[src/rtl/wb_pkg.sv]
// Shared definitions for the writeback stage: load-type encodings and the
// hard-wired zero register index.
package wb_pkg;

   typedef enum logic [2:0] {
      LD_NONE = 3'd0,
      LB      = 3'd1,
      LBU     = 3'd2,
      LH      = 3'd3,
      LHU     = 3'd4,
      LW      = 3'd5
   } ld_type_e;

   localparam logic [4:0] R0 = 5'd0;

endpackage

[src/rtl/load_align.sv]
// Combinational load extractor for the writeback stage.
// Ports:
//   ld_type_i    - load type (wb_pkg::ld_type_e encoding)
//   addr_lo_i    - byte address bits [1:0]
//   alu_i        - ALU result, selected for non-loads
//   mem_i        - raw little-endian memory word
//   data_o       - extended load data or ALU result
//   misaligned_o - halfword/word access not on its natural boundary
module load_align
   import wb_pkg::*;
(
   input  logic [2:0]  ld_type_i,
   input  logic [1:0]  addr_lo_i,
   input  logic [31:0] alu_i,
   input  logic [31:0] mem_i,
   output logic [31:0] data_o,
   output logic        misaligned_o
);

   logic [7:0]  byte_sel;
   logic [15:0] half_sel;

   always_comb begin
      unique case (addr_lo_i)
         2'd0:    byte_sel = mem_i[7:0];
         2'd1:    byte_sel = mem_i[15:8];
         2'd2:    byte_sel = mem_i[23:16];
         default: byte_sel = mem_i[31:24];
      endcase
      // Halfword select ignores addr_lo[0]; misalignment is flagged separately.
      half_sel = addr_lo_i[1] ? mem_i[31:16] : mem_i[15:0];
   end

   always_comb begin
      data_o       = alu_i;
      misaligned_o = 1'b0;
      case (ld_type_i)
         LB:  data_o = {{24{byte_sel[7]}}, byte_sel};
         LBU: data_o = {24'd0, byte_sel};
         LH: begin
            data_o       = {{16{half_sel[15]}}, half_sel};
            misaligned_o = addr_lo_i[0];
         end
         LHU: begin
            data_o       = {16'd0, half_sel};
            misaligned_o = addr_lo_i[0];
         end
         LW: begin
            data_o       = mem_i;
            misaligned_o = (addr_lo_i != 2'd0);
         end
         // LD_NONE and unused encodings pass the ALU result.
         default: data_o = alu_i;
      endcase
   end

endmodule

[src/rtl/writeback_stage.sv]
// MEM/WB pipeline stage: latches the instruction leaving memory, extracts
// load data, drives the register file write port, bypasses the pending write
// to decode, counts retired instructions and flags misaligned loads.
// Ports:
//   Clk, Clr             - clock, asynchronous active-high reset
//   m_*                  - instruction presented by the memory stage
//   stall, flush         - hold the WB register / load a bubble
//   err_clr              - clear the sticky misalign flag
//   RD, dataRD, RW       - register file write port
//   RS, RT, rf_RS, rf_RT - decode read selects and raw register file data
//   byp_RS, byp_RT       - bypassed read data for decode
//   retired              - retired-instruction count
//   err_misalign         - sticky misaligned-load flag
module writeback_stage
   import wb_pkg::*;
#(
   parameter int unsigned CNT_W = 32
) (
   input  logic             Clk,
   input  logic             Clr,
   input  logic             m_valid,
   input  logic [4:0]       m_rd,
   input  logic             m_reg_write,
   input  logic [2:0]       m_ld_type,
   input  logic [1:0]       m_addr_lo,
   input  logic [31:0]      m_alu,
   input  logic [31:0]      m_mem,
   input  logic             stall,
   input  logic             flush,
   input  logic             err_clr,
   output logic [4:0]       RD,
   output logic [31:0]      dataRD,
   output logic             RW,
   input  logic [4:0]       RS,
   input  logic [4:0]       RT,
   input  logic [31:0]      rf_RS,
   input  logic [31:0]      rf_RT,
   output logic [31:0]      byp_RS,
   output logic [31:0]      byp_RT,
   output logic [CNT_W-1:0] retired,
   output logic             err_misalign
);

   logic             valid_q, valid_d;
   logic [4:0]       rd_q, rd_d;
   logic             reg_write_q, reg_write_d;
   logic [2:0]       ld_type_q, ld_type_d;
   logic [1:0]       addr_lo_q, addr_lo_d;
   logic [31:0]      alu_q, alu_d;
   logic [31:0]      mem_q, mem_d;
   logic [CNT_W-1:0] retired_q, retired_d;
   logic             err_q, err_d;

   logic [31:0] ext_data;
   logic        misaligned;
   logic        retire;

   load_align u_load_align (
      .ld_type_i    (ld_type_q),
      .addr_lo_i    (addr_lo_q),
      .alu_i        (alu_q),
      .mem_i        (mem_q),
      .data_o       (ext_data),
      .misaligned_o (misaligned)
   );

   // WB register next state: flush beats stall.
   always_comb begin
      valid_d     = valid_q;
      rd_d        = rd_q;
      reg_write_d = reg_write_q;
      ld_type_d   = ld_type_q;
      addr_lo_d   = addr_lo_q;
      alu_d       = alu_q;
      mem_d       = mem_q;
      if (flush) begin
         valid_d = 1'b0;
      end else if (!stall) begin
         valid_d     = m_valid;
         rd_d        = m_rd;
         reg_write_d = m_reg_write;
         ld_type_d   = m_ld_type;
         addr_lo_d   = m_addr_lo;
         alu_d       = m_alu;
         mem_d       = m_mem;
      end
   end

   assign retire = valid_q & ~stall;

   always_comb begin
      retired_d = retired_q + CNT_W'(retire);
      err_d     = err_q;
      // A new misaligned retirement wins over a same-edge clear.
      if (retire && misaligned) begin
         err_d = 1'b1;
      end else if (err_clr) begin
         err_d = 1'b0;
      end
   end

   // All fields reset so RD/dataRD read zero while in reset.
   always_ff @(posedge Clk or posedge Clr) begin
      if (Clr) begin
         valid_q     <= 1'b0;
         rd_q        <= R0;
         reg_write_q <= 1'b0;
         ld_type_q   <= LD_NONE;
         addr_lo_q   <= 2'd0;
         alu_q       <= 32'd0;
         mem_q       <= 32'd0;
         retired_q   <= '0;
         err_q       <= 1'b0;
      end else begin
         valid_q     <= valid_d;
         rd_q        <= rd_d;
         reg_write_q <= reg_write_d;
         ld_type_q   <= ld_type_d;
         addr_lo_q   <= addr_lo_d;
         alu_q       <= alu_d;
         mem_q       <= mem_d;
         retired_q   <= retired_d;
         err_q       <= err_d;
      end
   end

   assign RD           = rd_q;
   assign dataRD       = ext_data;
   assign RW           = retire & reg_write_q & (rd_q != R0) & ~misaligned;
   assign byp_RS       = (RW && (RS == rd_q)) ? ext_data : rf_RS;
   assign byp_RT       = (RW && (RT == rd_q)) ? ext_data : rf_RT;
   assign retired      = retired_q;
   assign err_misalign = err_q;

endmodule

[config.mk]
export PLATFORM = sky130hd
export DESIGN_NAME = writeback_stage
export DESIGN_NICKNAME = d
export VERILOG_FILES = /design/src/rtl/wb_pkg.sv /design/src/rtl/load_align.sv /design/src/rtl/writeback_stage.sv
export SDC_FILE = /design/constraint.sdc
export NUM_CORES = 1
export LEC_CHECK = 0
export ABC_AREA = 0
export CAP_MARGIN = 40
export CELL_PAD_IN_SITES_DETAIL_PLACEMENT = 1
export CELL_PAD_IN_SITES_GLOBAL_PLACEMENT = 2
export CORE_MARGIN = 5
export CORE_UTILIZATION = 26
export DETAILED_ROUTE_END_ITERATION = 6
export GPL_ROUTABILITY_DRIVEN = 1
export PLACE_DENSITY = 0.84
export REMOVE_ABC_BUFFERS = 1
export SYNTH_ARGS = -nofsm -noshare
export SYNTH_HDL_FRONTEND = slang
export SYNTH_SLANG_ARGS = --single-unit
[constraint.sdc]
create_clock -name Clk -period 4.25 [get_ports Clk]
set_input_delay 0.425 -clock Clk [delete_from_list [all_inputs] [get_ports Clk]]
set_output_delay 0.425 -clock Clk [all_outputs]
set_load 0.01 [all_outputs]
=== After elaboration in Yosys (flattened, before gate mapping) ===
Index checks and enable logic that the tools add are counted.

* Register bits: 109
* Output and inout port bits: 135
* Word-level logic and storage cells: 46

* Add/subtract/negate cells: 1
* Eq/ne operators: 10
* Mux-type cells: 10
* Bitwise logic cells: 7
* Reductions and logical operators: 9

{| class="wikitable"
|+ Operators with widths
! kind !! number
|-
| $pmux 32 s5 || 1
|-
| $mux 32 || 2
|-
| $add 32x1->32 || 1
|-
| $pmux 8 s3 || 1
|-
| $mux 16 || 1
|-
| $eq 5x5->1 || 2
|-
| $eq 3x2->1 const B || 2
|-
| $eq 3x3->1 const B || 2
|-
| $reduce_bool 5->1 || 1
|-
| $and 1x1->1 || 4
|-
| $mux 1 || 4
|-
| $reduce_bool 2->1 || 2
|-
| $eq 3x1->1 const B || 1
|-
| $logic_and 1x1->1 || 3
|-
| $not 1->1 || 3
|-
| $eq 2x1->1 const B || 1
|-
| $eq 2x2->1 const B || 1
|-
| $logic_not 2->1 || 1
|-
| $ne 2x1->1 const B || 1
|-
| $pmux 1 s2 || 1
|-
| $reduce_and 2->1 || 1
|-
| $reduce_or 2->1 || 1
|}

=== Longest topological paths before layout ===
* Depth after elaboration: 7
* Depth in mapped cells: 7

=== Cells and area by module ===
A second synthesis with hierarchy kept.

* Cell total of the unflattened synthesis: 568
* Area total of the unflattened synthesis: 6,970.4 um^2

{| class="wikitable"
|+ By module, submodules not included
! module !! times used !! cells an instance !! area an instance (um^2)
|-
| writeback_stage || 1 || 384 || 5,561.6
|-
| load_align || 1 || 184 || 1,408.9
|}

=== Worst setup path after synthesis ===
OpenSTA, ideal clock, no wires.

* Path type: register to output
* From: register rd_q[1], in the netlist RD[1]
* To: output byp_RS[0]
* Data arrival time: 1.870 ns
* Setup slack: 1.955 ns
* Stages on the path, launching flop included: 6
* Path buffers: 1
* Path through: dfrtp_1 -> or4_4 -> o211ai_4 -> nor4_4 -> buf_6 -> mux2_4

* Word-level cells in the longest chain between the ends: 5
* Elaborated cells on any way between the ends: 6
* Classes of those cells: eq/ne: 1; mux: 1; bitwise: 2; reduce/logical: 2

{| class="wikitable"
|+ Ends and longest elaborated chain
! element !! line !! text
|-
| start: declaration || writeback_stage.sv:45 || <nowiki>logic [4:0] rd_q, rd_d;</nowiki>
|-
| start signal: assignment || writeback_stage.sv:116 || <nowiki>rd_q <= rd_d;</nowiki>
|-
| $reduce_bool 5->1 || writeback_stage.sv:129 || <nowiki>assign RW = retire & reg_write_q & (rd_q != R0) & ~misaligned;</nowiki>
|-
| $and 1x1->1 (2 in a row) || writeback_stage.sv:129 ||
|-
| $logic_and 1x1->1 (*) || writeback_stage.sv:130 || <nowiki>assign byp_RS = (RW && (RS == rd_q)) ? ext_data : rf_RS;</nowiki>
|-
| $mux 32 (*) || writeback_stage.sv:130 ||
|-
| end: declaration || writeback_stage.sv:38 || <nowiki>output logic [31:0] byp_RS,</nowiki>
|}

Every way passes the cells marked *; elsewhere a longest branch is shown, timed or not.

=== Final worst setup path ===
* From: register ld_type_q[2]
* To: output byp_RS[11]

* Word-level cells in the longest chain between the ends: 7
* Elaborated cells on any way between the ends: 12
* Classes of those cells: eq/ne: 5; mux: 3; bitwise: 2; reduce/logical: 2

{| class="wikitable"
|+ Ends and longest elaborated chain
! element !! line !! text
|-
| start: declaration || writeback_stage.sv:47 || <nowiki>logic [2:0] ld_type_q, ld_type_d;</nowiki>
|-
| start signal: assignment || writeback_stage.sv:118 || <nowiki>ld_type_q <= ld_type_d;</nowiki>
|-
| $eq 3x2->1 / $eq 3x3->1 (equally long branches) || load_align.sv:37 || <nowiki>case (ld_type_i)</nowiki>
|-
| $reduce_or 2->1 (no source line) || - ||
|-
| $pmux 1 s2 || load_align.sv:37 ||
|-
| $not 1->1 || writeback_stage.sv:129 ||
|-
| $and 1x1->1 || writeback_stage.sv:129 ||
|-
| $logic_and 1x1->1 || writeback_stage.sv:130 ||
|-
| $mux 32 (*) || writeback_stage.sv:130 ||
|}

Marked as above.

==> flow_metrics.tcl <==
set metrics [dict create \
    yosys.area_share.simple 0.0896 \
    core_um2 26000 \
    powerDensity_nw_per_um2 346 \
    clock_sinks 109 \
    cts_root_buf "clkbuf_16" \
    switchingPower_w 0.00116 \
    grt_max_degree 60 \
    die_x_um 172 \
    place_area_um2 10100 \
    synth_adder_area_share 0.00367 \
    synth_area_per_cell_um2 11.9 \
    r2r_slack_ns 1.82 \
    synth_top_family_by_area "multiplexers" \
    hold_violations 0 \
    report.final.slew_viol_count 0 \
    end_kind "output pin" \
    max_freq_mhz 267 \
    initial_core_util 0.263 \
    vias_per_cell 4.88 \
    tightest_slew_ns 0.875 \
    drive_above_1_share 0.227 \
    port_buffers 289 \
    synth_edf_count 0 \
    grt_pass1_vias 6155 \
    maxSlewHeadroom 0.417 \
    reg2reg_depth 7 \
    worstPathArrival_ns 3.33 \
    drtIter0Drc 186 \
    synth-seq-cells 109 \
    synth_cell_types 59 \
    path_depth 5 \
    timing.setup.tns_ns 0 \
    synth-compound-area-share 0.129 \
    pin_count 290 \
    place.gp.congestion 0.779 \
    min_path_type "reg2reg" \
    critPathKind "reg2out" \
    critPathRequiredTime_ns 3.83 \
    skew_ns 0.00339 \
    crit_chain "and2_0, nor2_1, a41oi_1, mux2_4, clkdlybuf4s50_1" \
    vdd_drop_max_mv 0.173 \
    r2r-start "valid_q" \
    drt-total-wl_um 25300 \
    globalRoute.totalOverflow 0 \
    crit_slowest_cell "nor2_1" \
    wl_per_cell_um 21.1 \
    antenna_left 0 \
    leakagePower_nw 4.06 \
    synth_flop_cell "dfrtp_1" \
    swShare 0.323 \
    yosys_warnings 0 \
    cp_top_family "simple AND/OR/NAND/NOR gates" \
    cp_max_fo 23 \
    dr_total_vias 5826 \
    synth_xor_area_frac 0.0539 \
    status "complete, no violations" \
    synth-async-reset-ratio 1.00 \
    antenna_found_initial 11 \
    postCtsResizedCells 0 \
    cts-hold-fix-buffers 0 \
    pwr-share-seq 0.363 \
    finalCriticalPeriod_ns 3.75 \
    netlist_area_um2 6830 \
    grt_pass1_wl_um 37300 \
    maxCapViolCount 0 \
    nets 1012 \
    grt_usage 0.164 \
    h-tree-depth 3 \
    yosysSeqAreaShare 0.400 \
    setup_viol 0 \
    syn_to_final_growth_pct 52.4 \
    power.share.clock 0.260 \
    cp-start-kind "flop" \
    antennaDiodeCount 0 \
    finalCritPeriodShare 0.883 \
    rr_endpoint "retired[20]" \
    dp_hpwl_um 19900 \
    placementRows 59 \
    drc 0 \
    p_comb_frac 0.378 \
    final_cell_mix "clkdlybuf4s50_1 (289), dfrtp_1 (109), mux2_2 (82)" \
    stdcell_count 1194 \
    rsz0062_at_grt "false" \
    final_area_um2 10400 \
    cts_tree "done" \
    synthMuxAreaShare 0.282 \
    syn_inst 575 \
    cts_made_buffers 9 \
    final_common_cell "clkdlybuf4s50_1" \
    worstSkewPairLatency_ns 0.35 \
    endpoint "byp_RS[11]" \
    critPathBufInv 1 \
    die_y_um 172 \
    critical_path.startpoint "ld_type_q[2]" \
    dpl.cell_count 1179 \
    clk_pin_slew_ns 0.07 \
    first_pass_iters 4 \
    dieArea_um2 29600 \
    max_stage_delay_ns 0.66 \
    post_cts_buffers 0 \
    p_int_w 0.00244 \
    clock_path_buffers 2 \
]
==> registers in the layout, indices dropped and copies added, names as in the netlist <==
| signal | flops |
|---|---|
| err_misalign | 1 |
| reg_write_q | 1 |
| valid_q | 1 |
| alu_q | 32 |
| mem_q | 32 |
| ld_type_q | 3 |
| addr_lo_q | 2 |
| retired | 32 |
| RD | 5 |
==> area by class of cell <==
| class | count | area [um^2] |
|---|---|---|
| clock buffer | 12 | 256 |
| sequential | 109 | 2730 |
| inverter | 16 | 62.6 |
| multi-input combinational | 412 | 3820 |
| timing repair buffer | 307 | 3050 |
| clock inverter | 3 | 68.8 |
| tap | 335 | 419 |
| fill | 2810 | 15600 |
==> routing by layer <==
metal	wire [um]	up-vias	GRT usage	share of wire
met2	12400	192	0.281	0.49
met4	332	22	0.0321	0.013
li1	-	2701	-	-
met3	2260	39	0.0658	0.089
met1	10100	2872	0.197	0.40
met5	149	-	0	0.0059
==> cells in the mapped netlist (all sizes together) (2+ instances only) <==
master | instances | share of area
mux2 | 139 | 0.26
dfrtp | 109 | 0.40
a21oi | 42 | 0.031
xnor2 | 36 | 0.046
buf | 24 | 0.025
nand3 | 17 | 0.012
a211oi | 16 | 0.025
inv | 16 | 0.0088
mux2i | 16 | 0.023
o211ai | 16 | 0.022
nand2 | 15 | 0.0082
clkbuf | 14 | 0.0077
nand4 | 12 | 0.011
nor2 | 11 | 0.0060
o21ai | 10 | 0.0073
o31ai | 9 | 0.0099
a32oi | 8 | 0.011
nor4 | 6 | 0.011
xor2 | 6 | 0.0077
a41oi | 4 | 0.0051
nand2b | 4 | 0.0037
nor2b | 4 | 0.0037
a41o | 3 | 0.0044
and2 | 3 | 0.0028
and4 | 3 | 0.0039
nor3 | 3 | 0.0029
nor3b | 3 | 0.0048
or4 | 3 | 0.0038
and3 | 2 | 0.0018
and3b | 2 | 0.0026
and4b | 2 | 0.0029
ha | 2 | 0.0037
nand4b | 2 | 0.0026
o41ai | 2 | 0.0026
==> power groups by stage <==
stage	clock (W)	sequential (W)	combinational [W]
2_1_floorplan	0	0.00129	0.000658
3_3_place_gp	0	0.00132	0.00136
3_5_place_dp	0	0.00133	0.00138
4_1_cts	0.000982	0.00131	0.00138
5_1_grt	0.00101	0.00133	0.00147
6_report	0.000936	0.00131	0.00136
==> through the flow <==
step,setup WS (ns),total power (W),util,hold WS (ns)
after global placement,0.748,0.00268,0.387,0.466
after floorplan,0.0662,0.00195,-,0.474
after detailed placement,0.673,0.00270,0.388,0.470
final,0.498,0.00360,0.400,0.487
after CTS,0.399,0.00367,0.400,0.494
after global routing,0.216,0.00380,0.400,0.518
==> worst min-delay path by stage <==
stage | to | slack [ns] | cells past startpoint | from
finish | retired[31] | 0.49 | 1 | retired[31]
global route | retired[31] | 0.52 | 1 | retired[31]
CTS | retired[31] | 0.49 | 1 | retired[31]
detailed placement | retired[31] | 0.47 | 1 | retired[31]
global placement | retired[31] | 0.47 | 1 | retired[31]
floorplan | alu_q[0] | 0.47 | 1 | alu_q[0]
==> kinds of logic (layout without fill, tap and decap cells) <==
family,Yosys count,count (layout)
AND/OR/NAND/NOR,97,97
buffers and inverters,54,338
flip-flops,109,109
AO/OA/AOI/OAI,116,116
multiplexers,155,155
XOR/XNOR,42,42
adder cells (fa/ha/maj),2,2
No activity file was read; power rests on OpenSTA's default activity.
